==> src/rtl/mtr_drv_mc_if.sv <==
`default_nettype none
// ============================================================================
// Module   : mtr_drv_mc_if
// Purpose  : Controller <-> motor PWM driver bundle (enable, speeds, PWM pins).
//            Monitor signals exist only when MTR_DRV_MON_EN is defined.
// Revision : 1.0
// ============================================================================
interface mtr_drv_mc_if #(
    parameter int NUM_CH = 2,
    parameter int PWM_W  = 11
);
    logic                      en_i;
    logic [NUM_CH*PWM_W-1:0]   spd_i;
    logic [NUM_CH-1:0]         pwm1_o;
    logic [NUM_CH-1:0]         pwm2_o;
    logic                      prd_strb_o;
`ifdef MTR_DRV_MON_EN
    logic [NUM_CH*PWM_W-1:0]   duty_mon_o;
    logic [NUM_CH-1:0]         settled_o;
`endif

    modport master (
        output en_i, spd_i,
`ifdef MTR_DRV_MON_EN
        input  duty_mon_o, settled_o,
`endif
        input  pwm1_o, pwm2_o, prd_strb_o
    );

    modport slave (
        input  en_i, spd_i,
`ifdef MTR_DRV_MON_EN
        output duty_mon_o, settled_o,
`endif
        output pwm1_o, pwm2_o, prd_strb_o
    );
endinterface
`default_nettype wire

==> src/rtl/mtr_drv_mc.sv <==
`default_nettype none
// ============================================================================
// Module   : mtr_drv_mc
// Purpose  : N-channel H-bridge PWM driver: signed speed -> offset-binary duty,
//            period-synchronous slew-limited update, dead-time insertion.
//            Define MTR_DRV_MON_EN to add duty_mon/settled monitor outputs.
// Revision : 1.0
// ============================================================================
module mtr_drv_mc #(
    parameter int NUM_CH    = 2,
    parameter int PWM_W     = 11,
    parameter int DEADTIME  = 4,
    parameter int SLEW_STEP = 64
) (
    input  logic          clk,
    input  logic          rst_n,
    mtr_drv_mc_if.slave   bus
);
    localparam int               DT_W    = (DEADTIME > 0) ? $clog2(DEADTIME + 1) : 1;
    localparam logic [DT_W-1:0]  DT_MAX  = DT_W'(DEADTIME);
    localparam logic [PWM_W-1:0] CNT_MAX = {PWM_W{1'b1}};
    localparam logic [PWM_W-1:0] CNT_PRE = CNT_MAX - PWM_W'(1);
    localparam logic [PWM_W-1:0] MID     = {1'b1, {(PWM_W-1){1'b0}}};
    localparam logic [PWM_W-1:0] STEP_N  = PWM_W'(SLEW_STEP);
    localparam logic [PWM_W:0]   STEP_X  = (PWM_W+1)'(SLEW_STEP);

    logic [PWM_W-1:0] cnt_q;
    logic [PWM_W-1:0] cnt_d;
    logic             prd_strb_q;
    logic             period_end;

    assign cnt_d      = cnt_q + PWM_W'(1);
    assign period_end = (cnt_q == CNT_MAX);

    // Strobe is registered one count early so it lines up with cnt == max.
    always_ff @(posedge clk or negedge rst_n) begin
        if (!rst_n) begin
            cnt_q      <= '0;
            prd_strb_q <= 1'b0;
        end else begin
            cnt_q      <= cnt_d;
            prd_strb_q <= (cnt_q == CNT_PRE);
        end
    end

    assign bus.prd_strb_o = prd_strb_q;

    for (genvar i = 0; i < NUM_CH; i++) begin : g_ch
        logic [PWM_W-1:0] tgt;
        logic [PWM_W-1:0] duty_q;
        logic [PWM_W-1:0] duty_d;
        logic [PWM_W:0]   tgt_x;
        logic [PWM_W:0]   duty_x;
        logic             raw;
        logic [DT_W-1:0]  dt1_q;
        logic [DT_W-1:0]  dt2_q;
        logic             pwm1_q;
        logic             pwm2_q;

        assign tgt    = bus.spd_i[i*PWM_W +: PWM_W] ^ MID;
        assign tgt_x  = {1'b0, tgt};
        assign duty_x = {1'b0, duty_q};
        assign raw    = (cnt_q < duty_q);

        // Compared one bit wider so duty +/- step can neither wrap nor overshoot.
        always_comb begin
            duty_d = tgt;
            if (SLEW_STEP != 0) begin
                if (tgt_x > duty_x + STEP_X) begin
                    duty_d = duty_q + STEP_N;
                end else if (tgt_x + STEP_X < duty_x) begin
                    duty_d = duty_q - STEP_N;
                end
            end
        end

        always_ff @(posedge clk or negedge rst_n) begin
            if (!rst_n) begin
                duty_q <= MID;
                dt1_q  <= '0;
                dt2_q  <= '0;
                pwm1_q <= 1'b0;
                pwm2_q <= 1'b0;
            end else if (!bus.en_i) begin
                duty_q <= MID;
                dt1_q  <= '0;
                dt2_q  <= '0;
                pwm1_q <= 1'b0;
                pwm2_q <= 1'b0;
            end else begin
                if (period_end) begin
                    duty_q <= duty_d;
                end
                // Each side needs DEADTIME+1 consecutive samples before driving.
                if (raw) begin
                    pwm2_q <= 1'b0;
                    dt2_q  <= '0;
                    if (dt1_q == DT_MAX) begin
                        pwm1_q <= 1'b1;
                    end else begin
                        dt1_q <= dt1_q + DT_W'(1);
                    end
                end else begin
                    pwm1_q <= 1'b0;
                    dt1_q  <= '0;
                    if (dt2_q == DT_MAX) begin
                        pwm2_q <= 1'b1;
                    end else begin
                        dt2_q <= dt2_q + DT_W'(1);
                    end
                end
            end
        end

        assign bus.pwm1_o[i] = pwm1_q;
        assign bus.pwm2_o[i] = pwm2_q;

`ifdef MTR_DRV_MON_EN
        logic settled_q;

        always_ff @(posedge clk or negedge rst_n) begin
            if (!rst_n) begin
                settled_q <= 1'b0;
            end else begin
                settled_q <= (duty_q == tgt);
            end
        end

        assign bus.duty_mon_o[i*PWM_W +: PWM_W] = duty_q;
        assign bus.settled_o[i]                 = settled_q;
`endif
    end
endmodule
`default_nettype wire

==> src/flat_wrapper.sv <==
// flat-port wrapper written by rule: the top's interface ports become plain ports
module mtr_drv_mc_flat 
#(
    parameter int NUM_CH    = 2,
    parameter int PWM_W     = 11,
    parameter int DEADTIME  = 4,
    parameter int SLEW_STEP = 64
)
  (clk, rst_n, bus_en_i, bus_spd_i, bus_pwm1_o, bus_pwm2_o, bus_prd_strb_o);
  mtr_drv_mc_if #(.NUM_CH(NUM_CH), .PWM_W(PWM_W)) bus_i ();
  input  logic clk;
  input  logic rst_n;
  input wire logic [$bits(bus_i.en_i)-1:0] bus_en_i;
  input wire logic [$bits(bus_i.spd_i)-1:0] bus_spd_i;
  output wire logic [$bits(bus_i.pwm1_o)-1:0] bus_pwm1_o;
  output wire logic [$bits(bus_i.pwm2_o)-1:0] bus_pwm2_o;
  output wire logic [$bits(bus_i.prd_strb_o)-1:0] bus_prd_strb_o;
  assign bus_i.en_i = bus_en_i;
  assign bus_i.spd_i = bus_spd_i;
  assign bus_pwm1_o = bus_i.pwm1_o;
  assign bus_pwm2_o = bus_i.pwm2_o;
  assign bus_prd_strb_o = bus_i.prd_strb_o;
  mtr_drv_mc #(.NUM_CH(NUM_CH), .PWM_W(PWM_W), .DEADTIME(DEADTIME), .SLEW_STEP(SLEW_STEP)) u_core (.clk(clk), .rst_n(rst_n), .bus(bus_i));
endmodule
==> config.mk <==
export PLATFORM = sky130hd
export DESIGN_NAME = mtr_drv_mc_flat
export DESIGN_NICKNAME = d
export VERILOG_FILES = /design/src/rtl/mtr_drv_mc_if.sv /design/src/rtl/mtr_drv_mc.sv /design/src/flat_wrapper.sv
export SDC_FILE = /design/constraint.sdc
export NUM_CORES = 1
export LEC_CHECK = 0
export CAP_MARGIN = 20
export CORE_MARGIN = 2
export CORE_UTILIZATION = 40
export DETAILED_ROUTE_END_ITERATION = 10
export DONT_BUFFER_PORTS = 1
export GPL_TIMING_DRIVEN = 0
export SYNTH_ARGS = -nofsm -noshare
export SYNTH_HDL_FRONTEND = slang
export SYNTH_SLANG_ARGS = --single-unit
==> constraint.sdc <==
create_clock -name clk -period 3.8 [get_ports clk]
set_clock_uncertainty 0.15 [all_clocks]
set_input_delay 0.95 -clock clk [delete_from_list [all_inputs] [get_ports clk]]
set_output_delay 0.95 -clock clk [all_outputs]
set_load 0.01 [all_outputs]
==> run_results.csv, run 1 <==
group,metric,value,unit
clock_tree,cts_tree,"done",
placement,port_buffers,0,
sta,slew_viol_final,0,
hold_path,hold_class,"primary input to asynchronous set/reset pin",
clock_tree,cts_resized,0,
synthesis,syn-cell-area,0.00428,mm^2
floorplanning,ios,30,
sta,relSlewSlack,48.4,%
grt,grtUsageTotal,18.7,%
synthesis,synth-main-ff-cell,"dfrtp_1",
floorplanning,die_w,107,um
worst_setup_path,cp.arrival,3310,ps
detailed_routing,viasPerCell,5.57,
grt,grt_overflow,0,
status,status,"finished clean",
placement,gp_congestion,0.865,
synthesis,synth_edf_count,0,
floorplanning,core_area,0.0104,mm^2
worst_setup_path,start_kind,"primary input",
detailed_routing,drtAntennaViolNets,0,
floorplanning,die_area,0.0115,mm^2
worst_setup_path,path_class,"primary input to register",
power,finalPower,1.05,mW
detailed_routing,dr.pass1.iters,4,
layout,drive_above_1_share,7.98,%
grt,grt_pass1_vias,3517,
synthesis,async_flop_share,100,%
synthesis,ys_top_cells_by_count,"ha_1, dfrtp_1, nand2_1, inv_1, nand3_1",
synthesis,yosysUniqueCellTypes,70,
sta,tightest_slew,770,ps
sta,fmax,312,MHz
sta,fin_setup_tns,0,ps
layout,area_delta_synth_final,6.28,%
clock_tree,root_buffer,"clkbuf_8",
detailed_routing,wl,9840,um
clock_tree,clock_latency,310,ps
layout,instances_no_fill,612,
layout,fin_util,43.9,%
clock_tree,cts.sinks,50,
sta,setup_violations,0,
grt,grt_max_degree,51,
flow_run,drv_cap,0,
sta,post-route-period-util,84.5,%
detailed_routing,post_drt_wl_per_cell,16.1,um
worst_setup_path,cp_max_fo,6,
detailed_routing,vias,3409,
synthesis,synth_top_area_cell,"dfrtp_1",
grt,antenna_found_initial,0,
floorplanning,die_h,107,um
synthesis,synth.avg_cell_area,9.15,um^2
detailed_routing,drcViolationCount,0,
clock_tree,hold_buffers,0,
clock_tree,cts_buffer_depth,2,
synthesis,synth_top_area_share,28.1,%
clock_tree,cts_buffers,5,
power,ir_drop,0.000160,V
sta,rsz0062_at_grt,"no",
power,p_leak,1.99,nW
clock_tree,path_clk_slew,100,ps
synthesis,synth.area.top_cells,"dfrtp_1, ha_1, xnor2_1, nand2_1, inv_1",
floorplanning,start_util,41.3,%
sta,fin_crit,3210,ps
worst_setup_path,required,3900,ps
detailed_routing,drtIter0Drc,144,
clock_tree,post_cts_buffers,0,
synthesis,yosys_warnings,0,
sta,hold_viol,0,
power,cellPowerDensity,232,mW/mm^2
synthesis,syn_inst,468,
clock_tree,h-tree-depth,2,
placement,dpl.hpwl,7570,um
synthesis,synth_seq_cells,50,
synthesis,synthesis.nets,561,
grt,grt_pass1_wl,17500,um
layout,fin_nets,568,
floorplanning,rows,37,
worst_setup_path,cp-end-kind,"register",
layout,antennaDiodeCount,0,
synthesis,yosysMostFrequentCell,"ha_1",
placement,dp_cells,604,
synthesis,yosysSeqAreaShare,29.3,%
sequential cells by signal, indices dropped and copies added, names as in the netlist:
| register | flops |
|---|---|
| u_core.g_ch.duty_q | 22 |
| u_core.cnt_q | 11 |
| u_core.g_ch.dt1_q | 6 |
| u_core.g_ch.dt2_q | 6 |
| u_core.g_ch.pwm1_q | 2 |
| u_core.g_ch.pwm2_q | 2 |
| u_core.bus.prd_strb_o | 1 |
stage by stage:
stage | instance area, um^2 | hold slack [ps] | setup slack (ps)
finish | 4550 | 173 | 590
global route | 4550 | 148 | 320
CTS | 4550 | 160 | 574
detailed placement | 4450 | 351 | 272
global placement | 4450 | 337 | 249
floorplan | 4280 | 314 | 525
final cells by class:
cell class / instances / area, um^2
buffer: 16 / 110
clock buffer: 6 / 82.6
tap: 136 / 170
sequential: 50 / 1250
multi-input combinational: 356 / 2750
fill: 1049 / 5820
inverter: 46 / 173
clock inverter: 2 / 16.3
power breakdown:
part           internal [mW]  switching (mW)
Combinational         0.0672          0.0917
Sequential             0.541         0.00722
Clock                  0.150           0.197
cells in the final DEF (no fill, tap or decap), drive strengths merged, types with 7 or more instances in the layout:
cell    netlist  final
dfrtp        48     48
inv          46     47
xnor2        26     26
nor4          7      7
o21ai        14     14
nor2         13     13
a211oi        8      8
mux2i        14     14
ha           68     68
a21oi        23     23
a21o          9      9
nand2        47     47
and3          9      9
nand4        11     11
buf           9      9
nand3        29     29
clkbuf        6     12
nor3         15     15
critical path, stage by stage:
cell	delay [ps]
ha_1	190
nand3_1	100
xnor2_1	130
ha_1	280
and3_1	160
a211oi_2	220
o31ai_2	160
or3_4	440
a2111oi_1	480
o31a_1	190
per-layer routing:
| layer | wire [um] | up-vias | track usage (%) | share of wire (%) |
|---|---|---|---|---|
| met1 | 4660 | 1652 | 25.8 | 47 |
| met5 | 0 | - | 0 | 0 |
| met2 | 4670 | 51 | 31.1 | 47 |
| li1 | - | 1696 | - | - |
| met4 | 125 | 0 | 4.12 | 1.3 |
| met3 | 384 | 10 | 2.91 | 3.9 |
kinds of logic (layout without fill, tap and decap cells):
family | count (synthesis) | count (layout) | share of synthesized area [%]
flip-flops | 50 | 50 | 29.3
adder cells (fa/ha/maj) | 68 | 68 | 19.9
buffers and inverters | 62 | 70 | 6.60
XOR/XNOR | 30 | 30 | 6.14
AND/OR/NAND/NOR | 152 | 152 | 19.5
AO/OA/AOI/OAI | 92 | 92 | 15.3
multiplexers | 14 | 14 | 3.27
final timing paths:
path / slack [ps] / depth (start not counted) / startpoint / end
min in group clk: 370 / 2 / u_core.g_ch[0].pwm2_q / u_core.g_ch[0].pwm2_q
worst min register to register: 370 / 2 / u_core.g_ch[0].pwm2_q / u_core.g_ch[0].pwm2_q
max in group asynchronous: 3130 / 0 / rst_n / u_core.g_ch[1].duty_q[10]
worst max register to register: 650 / 10 / u_core.g_ch[1].duty_q[6] / u_core.g_ch[1].duty_q[9]
worst max-delay path: 590 / 10 / bus_spd_i[17] / u_core.g_ch[1].duty_q[9]
worst min-delay path: 170 / 0 / rst_n / u_core.g_ch[1].dt2_q[2]
Note: power is estimated with default switching activity, not from simulation.
==> run 2: changes to the inputs <==
==> constraint.sdc (replaced) <==
create_clock -name clk -period 2.9 [get_ports clk]
set_clock_uncertainty 0.15 [all_clocks]
set_input_delay 0.725 -clock clk [delete_from_list [all_inputs] [get_ports clk]]
set_output_delay 0.725 -clock clk [all_outputs]
set_load 0.01 [all_outputs]
==> run 2 against run 1 <==
Effect of this change:
- clock power grew 41%
- critical path type is now register to register
- critical endpoint is now u_core.g_ch[0].duty_q[3]
- first-iteration DRC count rose by 17%
- sequential power is 31% higher
- highest routed layer unchanged
==> run_results.csv, run 2 (same netlist as run 1, synthesis figures left out) <==
group,metric,value,unit
sta,tightest_slew,868,ps
placement,port_buffers,0,
grt,grt_pass1_vias,3303,
floorplanning,ios,30,
sta,relSlewSlack,41.9,%
floorplanning,rows,37,
worst_setup_path,path_class,"register to register",
worst_setup_path,critical_path.top_delay_family,"simple AND/OR/NAND/NOR gates",
layout,final_cell_mix,"ha_1, nand2_1, dfrtp_1, inv_1, xnor2_1",
clock_tree,cts_buffer_depth,2,
worst_setup_path,reg2reg_depth,11,
layout,final_common_cell,"ha_1",
floorplanning,die_h,107,um
worst_setup_path,worstReg2RegStart,"u_core.g_ch[0].duty_q[7]",
worst_setup_path,cp-end-kind,"register",
power,ir_drop,0.000186,V
flow_run,drv_cap,0,
detailed_routing,vias,3522,
detailed_routing,drtAntennaViolNets,0,
clock_tree,root_buffer,"clkbuf_8",
placement,dpl_cell_area,0.00453,mm^2
worst_setup_path,max_stage_delay,450,ps
sta,setup_violations,0,
layout,fin_nets,578,
detailed_routing,viasPerCell,5.66,
layout,fin_util,46.9,%
floorplanning,die_area,0.0115,mm^2
status,status,"finished clean",
sta,fmax,351,MHz
detailed_routing,drcViolationCount,0,
clock_tree,clock_latency,300,ps
grt,grt_pass1_wl,16300,um
placement,dpl.hpwl,7500,um
layout,largest_reg_flops,22,
worst_setup_path,r2r_setup_slack,50,ps
placement,pre_cts_ws,-256,ps
sta,post-route-period-util,98.2,%
layout,fillers,1007,
worst_setup_path,cpMaxStageDelayCell,"dfrtp_1",
grt,grtUsageTotal,17.7,%
worst_setup_path,start_kind,"register",
sta,rsz0062_at_grt,"yes",
sta,slew_viol_final,0,
floorplanning,core_area,0.0104,mm^2
clock_tree,path_clk_slew,100,ps
clock_tree,cts_buffers,5,
clock_tree,cts.sinks,50,
power,finalPower,1.45,mW
grt,antenna_found_initial,0,
floorplanning,start_util,41.3,%
power,cellPowerDensity,298,mW/mm^2
layout,area_delta_synth_final,13.6,%
floorplanning,die_w,107,um
layout,drive_above_1_share,14.8,%
detailed_routing,post_drt_wl_per_cell,16.4,um
clock_tree,h-tree-depth,2,
detailed_routing,wl,10200,um
clock_tree,cts_tree,"done",
layout,top_regs,"u_core.g_ch.duty_q (22), u_core.cnt_q (11)",
grt,grt_max_degree,49,
sta,fin_crit,2850,ps
layout,antennaDiodeCount,0,
sta,fin_ws,51.1,ps
detailed_routing,dr.pass1.iters,5,
worst_setup_path,worstReg2RegEnd,"u_core.g_ch[0].duty_q[3]",
worst_setup_path,required,2980,ps
hold_path,hold_class,"primary input to asynchronous set/reset pin",
grt,grt_overflow,0,
sta,hold_viol,0,
detailed_routing,drtIter0Drc,169,
layout,top_register,"u_core.g_ch.duty_q",
placement,gp_congestion,0.919,
power,p_leak,2.09,nW
worst_setup_path,path_buf_inv,1,
worst_setup_path,cp.arrival,2930,ps
worst_setup_path,crit_chain,"ha_2, nand3_2, xnor2_2, ha_1, nand4_1, or2_1, o21ba_4, o31a_1, nor3_4, buf_12, mux2i_1",
worst_setup_path,cp_max_fo,6,
layout,fin_area,0.00487,mm^2
[run 2: how the worst max path moves through the flow]
| stage | from | endpoint | slack, ps | depth (start not counted) |
|---|---|---|---|---|
| after floorplan | bus_spd_i[17] | u_core.g_ch[1].duty_q[9] | 4 | 10 |
| after global placement | u_core.g_ch[1].duty_q[6] | u_core.g_ch[1].duty_q[3] | -220 | 10 |
| after detailed placement | u_core.g_ch[1].duty_q[6] | u_core.g_ch[1].duty_q[4] | -260 | 10 |
| after CTS | u_core.g_ch[0].duty_q[7] | u_core.g_ch[0].duty_q[8] | 20 | 11 |
| after global routing | u_core.g_ch[0].duty_q[7] | u_core.g_ch[0].duty_q[3] | -30 | 11 |
| final | u_core.g_ch[0].duty_q[7] | u_core.g_ch[0].duty_q[3] | 50 | 11 |
[run 2: repair_timing]
| item | 4_1_cts | 5_1_grt |
|---|---|---|
| endpoints found under the hold margin | 48 | 0 |
| pin swaps | 2 | 9 |
| resized for setup | 4 | 21 |
| gates cloned | 0 | 0 |
| setup endpoints to repair | 21 | 22 |
| buffers inserted | 2 | 7 |
| hold buffers | 1 | 0 |
[run 2: stage by stage]
| stage | std cells | TNS, ps | hold WS [ps] |
|---|---|---|---|
| 2_1_floorplan | 468 | 0 | 279 |
| 3_3_place_gp | 604 | -2460 | 282 |
| 3_5_place_dp | 604 | -2790 | 282 |
| 4_1_cts | 615 | 0 | 90.4 |
| 5_1_grt | 622 | -150 | 84.1 |
| 6_report | 622 | 0 | 105 |
[run 2: worst register-to-register path, stage by stage, from the launching register on]
cell	delay (ps)
dfrtp_1	450
ha_2	240
nand3_2	100
xnor2_2	170
ha_1	300
nand4_1	120
or2_1	150
o21ba_4	170
o31a_1	350
nor3_4	240
buf_12	160
mux2i_1	180
[run 2: area by class of cell]
cell class	count	area, um^2	share of cell area (%)
plain buffers	16	116	2.39
clock buffers	7	76.3	1.57
clock inverters	1	30.0	0.617
inverters	46	173	3.55
multi-input cells	356	2920	60.1
flip-flops and latches	50	1260	25.8
well taps	136	170	3.50
repair buffers	10	120	2.47
[run 2: report_power, final]
part	switching [mW]	internal, mW
clock network	0.232	0.259
logic	0.144	0.0979
registers	0.00936	0.709
[run 2: metal layers]
metal  part of all wire, %  wire (um)  global-route usage (%)  vias up
met5                     0          0                       0        -
met4                   1.1        116                    3.11        0
met2                    48       4890                    29.2       89
met1                    47       4740                    25.0     1698
met3                   4.3        440                    2.30       16
li1                      -          -                       -     1719
